## src/rtl/morse_tx_sequencer.sv

```systemverilog
`default_nettype none
// ============================================================================
// Module      : morse_tx_sequencer
// Description : Character-level Morse key sequencer. Accepts one ASCII
//               character per handshake and drives the lookup select bus.
//               It then shifts the returned unit pattern onto the key line at
//               UNIT_CYCLES clocks per unit and appends GAP_UNITS low units.
//               Optional macro MORSE_ERR_EN adds the char_err pulse output
//               and a saturating err_count_q register.
// Revision    : 1.0 - initial release
// ============================================================================
module morse_tx_sequencer #(
  parameter int UNIT_CYCLES = 4,
  parameter int GAP_UNITS   = 2
) (
  input  logic        clk,
  input  logic        rst_n,
  input  logic [6:0]  char_in,
  input  logic        char_valid,
  output logic        char_ready,
  output logic [6:0]  lut_sel,
  input  logic [4:0]  lut_len,
  input  logic [20:0] lut_pattern,
  output logic        morse_out,
  output logic        busy
`ifdef MORSE_ERR_EN
  ,
  output logic        char_err
`endif
);

  typedef enum logic [1:0] {
    ST_IDLE = 2'd0,
    ST_LOAD = 2'd1,
    ST_SEND = 2'd2,
    ST_GAP  = 2'd3
  } state_t;

  localparam logic [23:0] C_UNIT_RELOAD = 24'(UNIT_CYCLES - 1);
  localparam logic [3:0]  C_GAP_LAST    = (GAP_UNITS > 0) ? 4'(GAP_UNITS - 1) : 4'd0;
  localparam logic        C_HAS_GAP     = (GAP_UNITS > 0);
  localparam logic [4:0]  C_MAX_LEN     = 5'd21;

  state_t      state_q, state_d;
  logic [23:0] timer_q, timer_d;
  logic [4:0]  idx_q,   idx_d;
  logic [3:0]  gap_q,   gap_d;
  logic [20:0] shift_q, shift_d;
  logic        morse_q, morse_d;
  logic [6:0]  sel_q,   sel_d;
  logic [4:0]  w_len_clamped;

  // Lookups may report more units than the pattern can hold; cap at 21.
  assign w_len_clamped = (lut_len > C_MAX_LEN) ? C_MAX_LEN : lut_len;

  // Next-state and datapath decisions for the character sequencing FSM
  always_comb begin
    state_d = state_q;
    timer_d = timer_q;
    idx_d   = idx_q;
    gap_d   = gap_q;
    shift_d = shift_q;
    morse_d = morse_q;
    sel_d   = sel_q;
    case (state_q)
      ST_IDLE: begin
        morse_d = 1'b0;
        if (char_valid) begin
          sel_d   = char_in;
          state_d = ST_LOAD;
        end
      end
      ST_LOAD: begin
        shift_d = lut_pattern;
        if (w_len_clamped == 5'd0) begin
          // Unsupported character: drop it with no key activity and no gap.
          state_d = ST_IDLE;
        end else begin
          idx_d   = w_len_clamped - 5'd1;
          timer_d = C_UNIT_RELOAD;
          morse_d = lut_pattern[w_len_clamped - 5'd1];
          state_d = ST_SEND;
        end
      end
      ST_SEND: begin
        if (timer_q == 24'd0) begin
          if (idx_q == 5'd0) begin
            morse_d = 1'b0;
            if (C_HAS_GAP) begin
              timer_d = C_UNIT_RELOAD;
              gap_d   = C_GAP_LAST;
              state_d = ST_GAP;
            end else begin
              state_d = ST_IDLE;
            end
          end else begin
            idx_d   = idx_q - 5'd1;
            timer_d = C_UNIT_RELOAD;
            morse_d = shift_q[idx_q - 5'd1];
          end
        end else begin
          timer_d = timer_q - 24'd1;
        end
      end
      ST_GAP: begin
        morse_d = 1'b0;
        if (timer_q == 24'd0) begin
          if (gap_q == 4'd0) begin
            state_d = ST_IDLE;
          end else begin
            gap_d   = gap_q - 4'd1;
            timer_d = C_UNIT_RELOAD;
          end
        end else begin
          timer_d = timer_q - 24'd1;
        end
      end
    endcase
  end

  // State and datapath registers with synchronous active-low reset
  always_ff @(posedge clk) begin
    if (!rst_n) begin
      state_q <= ST_IDLE;
      timer_q <= 24'd0;
      idx_q   <= 5'd0;
      gap_q   <= 4'd0;
      shift_q <= 21'd0;
      morse_q <= 1'b0;
      sel_q   <= 7'h00;
    end else begin
      state_q <= state_d;
      timer_q <= timer_d;
      idx_q   <= idx_d;
      gap_q   <= gap_d;
      shift_q <= shift_d;
      morse_q <= morse_d;
      sel_q   <= sel_d;
    end
  end

`ifdef MORSE_ERR_EN
  logic       char_err_q;
  logic [4:0] err_count_q;
  logic       w_unsupported;

  assign w_unsupported = (state_q == ST_LOAD) && (w_len_clamped == 5'd0);

  // Flag and count characters the lookup cannot encode
  always_ff @(posedge clk) begin
    if (!rst_n) begin
      char_err_q  <= 1'b0;
      err_count_q <= 5'd0;
    end else begin
      char_err_q <= w_unsupported;
      if (w_unsupported && (err_count_q != 5'd31)) begin
        err_count_q <= err_count_q + 5'd1;
      end
    end
  end

  assign char_err = char_err_q;
`endif

  assign char_ready = (state_q == ST_IDLE);
  assign busy       = (state_q != ST_IDLE);
  assign lut_sel    = sel_q;
  assign morse_out  = morse_q;

endmodule
`default_nettype wire

```

## config.mk

```make
export PLATFORM = sky130hd
export DESIGN_NAME = morse_tx_sequencer
export DESIGN_NICKNAME = d
export VERILOG_FILES = /design/src/rtl/morse_tx_sequencer.sv
export SDC_FILE = /design/constraint.sdc
export NUM_CORES = 1
export LEC_CHECK = 0
export CAP_MARGIN = 20
export CORE_MARGIN = 2
export CORE_UTILIZATION = 61
export CTS_BUF_LIST = sky130_fd_sc_hd__clkbuf_4
export DETAILED_ROUTE_END_ITERATION = 10
export PLACE_DENSITY = 0.87
export SLEW_MARGIN = 20
export SYNTH_ARGS = -nofsm -noshare
export SYNTH_HDL_FRONTEND = slang
export SYNTH_SLANG_ARGS = --single-unit
```

## constraint.sdc

```tcl
create_clock -name clk -period 9 [get_ports clk]
set_input_delay 0.9 -clock clk [delete_from_list [all_inputs] [get_ports clk]]
set_output_delay 0.9 -clock clk [all_outputs]
set_load 0.05 [all_outputs]
```

==> results.cfg <==
[run_status]
status = finished, final reports clean

[clocking]
clock_latency_ns = 0.41
path_clk_slew_ns = 0.09
clockRootBuffer = clkbuf_4
cts_inserted_buffers = 9
post_cts_resize_count = 0
h-tree-depth = 3
cts_buffer_depth = 2
tritoncts = done
cts_hold_buffers = 0
post-cts-setup-buffers = 0
cts_sinks = 64

[layout]
fillCellCount = 422
postLayoutCoreUtil = 0.7341
layout-drive-gt1-share = 0.09354
final_nets = 489
diodes = 0
areaGrowthSynthToFinish_pct = 16.89

[synth]
ys_ff_latch = 64
syn_nets = 454
syn_inst = 410
synth_commonest_cells = nand2_1, dfxtp_1, nor2_1, a21oi_1, xnor2_1
ys_warn_count = 0
ys_seq_area_frac = 0.3728
synth_flop_cell = dfxtp_1
ys_async_sr_fraction = 0
avgSynthCellArea_um2 = 8.383
netlist_area_mm2 = 0.003437
yosysTopAreaCell = dfxtp_1
yosys.area.top_type_share = 0.3728
synth_most_common_cell = nand2_1
synth_cell_types = 49
synth_area_leaders = dfxtp_1, nand2_1, mux4_2, xnor2_1, a21oi_1
synth_edf_count = 0

[placed_design]
gp_congestion = 0.8702
hpwl_um = 5631
port_buffers = 45

[global_route]
track_usage = 0.2629
grt_pass1_wl_um = 12930
grt_pass1_vias = 2964
globalRoute.totalOverflow = 0
grt_max_degree = 40
antenna_found_initial = 0

[critical_path]
slowest_stage = o211ai_1
cp_max_fo = 11
cp-end-kind = flip-flop
r2r_end = timer_q[11]
cp_common_cell = nor2_1
arrival_ns = 4.20
reg2reg_depth = 6
cp.required_ns = 9.25
crit_family = compound AO/OA/AOI/OAI gates
rrSetupSlack_ns = 5.88
critPathKind = in -> reg
slowest_delay_ns = 0.83
cp_cell_sequence = clkdlybuf4s50_1, a21o_1, a21oi_1, ha_1, nor4b_1, nor2_1, o211ai_1, nor3_1, xnor2_1, nor2_1
crit_buf_inv = 1
startpoint_type = input pin

[sta]
slew_headroom = 0.3299
finalCritPeriodShare = 0.4383
finalSetupTns_ns = 0
finalHoldViolCount = 0
rsz0062_at_grt = false
period_minus_slack_ns = 3.945
fmax_mhz = 253.5
setup_viol = 0
finalMaxSlewViolations = 0
tightest_slew_ns = 1.005
skew_ns = 0.01718

[routing]
drc_errors = 0
vias = 3082
final_antenna_net_count = 0
firstDrtPassIters = 4
drtIter0Drc = 146
wl_um = 7826
vias_per_cell = 5.916
avgRoutedWirePerCell_um = 15.02

[min_path]
hold_path_class = reg -> reg
hold_end = shift_q[16]
hold_depth = 2
hp-start = shift_q[16]

[die]
core_area_mm2 = 0.005473
fp.dieArea_mm2 = 0.006251
die_w_um = 79.07
rows = 27
initial_utilization = 0.6280
io-pin-count = 46
die_h_um = 79.07

[power]
power.leakage_uw = 0.001422
cellPowerDensity_mw_per_mm2 = 332.8
ir_drop_uv = 261.4

[flow_run]
cap_violations = 0
==> metrics by stage <==
stage | total power (uW) | hold slack [ns] | setup slack [ns] | instance area (um2) | instances
global placement | 1151 | 0.4380 | 4.276 | 3910 | 505
finish | 1337 | 0.4575 | 5.055 | 4018 | 521
floorplan | 1021 | 0.4321 | 5.226 | 3437 | 410
global route | 1438 | 0.4738 | 4.727 | 4018 | 521
detailed placement | 1180 | 0.4444 | 4.071 | 3910 | 505
CTS | 1339 | 0.4579 | 4.473 | 4010 | 520
==> report_power, final <==
| group | total (uW) | switching, uW | internal [uW] |
|---|---|---|---|
| Sequential | 424 | 68.0 | 356 |
| Combinational | 759 | 439 | 319 |
| Clock | 154 | 98.8 | 55.6 |
==> how the worst max path moves through the flow <==
stage	startpoint	endpoint	slack, ns	depth (start not counted)
after floorplan	lut_len[3]	timer_q[12]	5.23	11
after global placement	lut_len[3]	timer_q[15]	4.28	10
after detailed placement	lut_len[3]	timer_q[11]	4.07	10
after CTS	lut_len[3]	timer_q[11]	4.47	10
after global routing	lut_len[2]	timer_q[11]	4.73	10
final	lut_len[3]	timer_q[11]	5.05	10
==> placed cells by master, fill, tap and decap left out, types with 2 or more instances in the layout <==
cell type / n
inv_1: 9
or3_1: 3
or3_2: 4
mux2i_1: 7
dfxtp_1: 64
or2_2: 2
xor2_1: 2
nand3_1: 5
nor2_1: 38
a31oi_1: 3
nor3_1: 17
and3_1: 3
or4_1: 4
o211ai_1: 5
a211oi_1: 2
clkbuf_4: 11
mux4_2: 10
or4_4: 2
clkinv_1: 2
nand3b_1: 2
nor4b_1: 2
o21a_1: 3
clkinv_2: 2
nand2_1: 67
and2_1: 3
xnor2_1: 25
nor4_1: 12
nand4_1: 5
nand2b_1: 8
ha_1: 8
nor3b_1: 4
a21oi_1: 36
buf_4: 3
clkdlybuf4s50_1: 45
o31ai_1: 3
nor2b_1: 4
o21ai_0: 7
==> final cells by class <==
cell class,instances,area (um2),area share
Tap cell,72,90.09,0.02242
Sequential cell,64,1281,0.3189
Clock buffer,10,75.07,0.01869
Multi-Input combinational cell,311,2028,0.5048
Inverter,10,37.54,0.009343
Timing Repair Buffer,49,480.5,0.1196
Clock inverter,5,25.02,0.006229
==> state kept, by name (all words and copies together) (netlist names), named ones only <==
name / cells
gap_q: 4
idx_q: 5
lut_sel: 7
timer_q: 24
state_q: 1
shift_q: 21
morse_out: 1
==> worst min-delay path: stages (launching register included) <==
cell and delay, ns:
dfxtp_1 0.32, nand2_1 0.05, a21oi_1 0.05
==> per-layer routing <==
| layer | vias up | part of all wire | routed length, um | track usage |
|---|---|---|---|---|
| met5 | - | 0 | 0 | 0 |
| met3 | 15 | 0.043 | 338 | 0.06818 |
| met1 | 1472 | 0.42 | 3318 | 0.2971 |
| met4 | 0 | 0.020 | 155 | 0.1000 |
| li1 | 1518 | - | - | - |
| met2 | 77 | 0.51 | 4013 | 0.4729 |
==> logic make-up after synthesis <==
family,synth area share
AND/OR/NAND/NOR,0.2872
buffers and inverters,0.03895
AO/OA/AOI/OAI,0.1139
adder cells (fa/ha/maj),0.02912
flip-flops,0.3728
multiplexers,0.08919
XOR/XNOR,0.06880
Note: power is estimated with default switching activity, not from simulation.
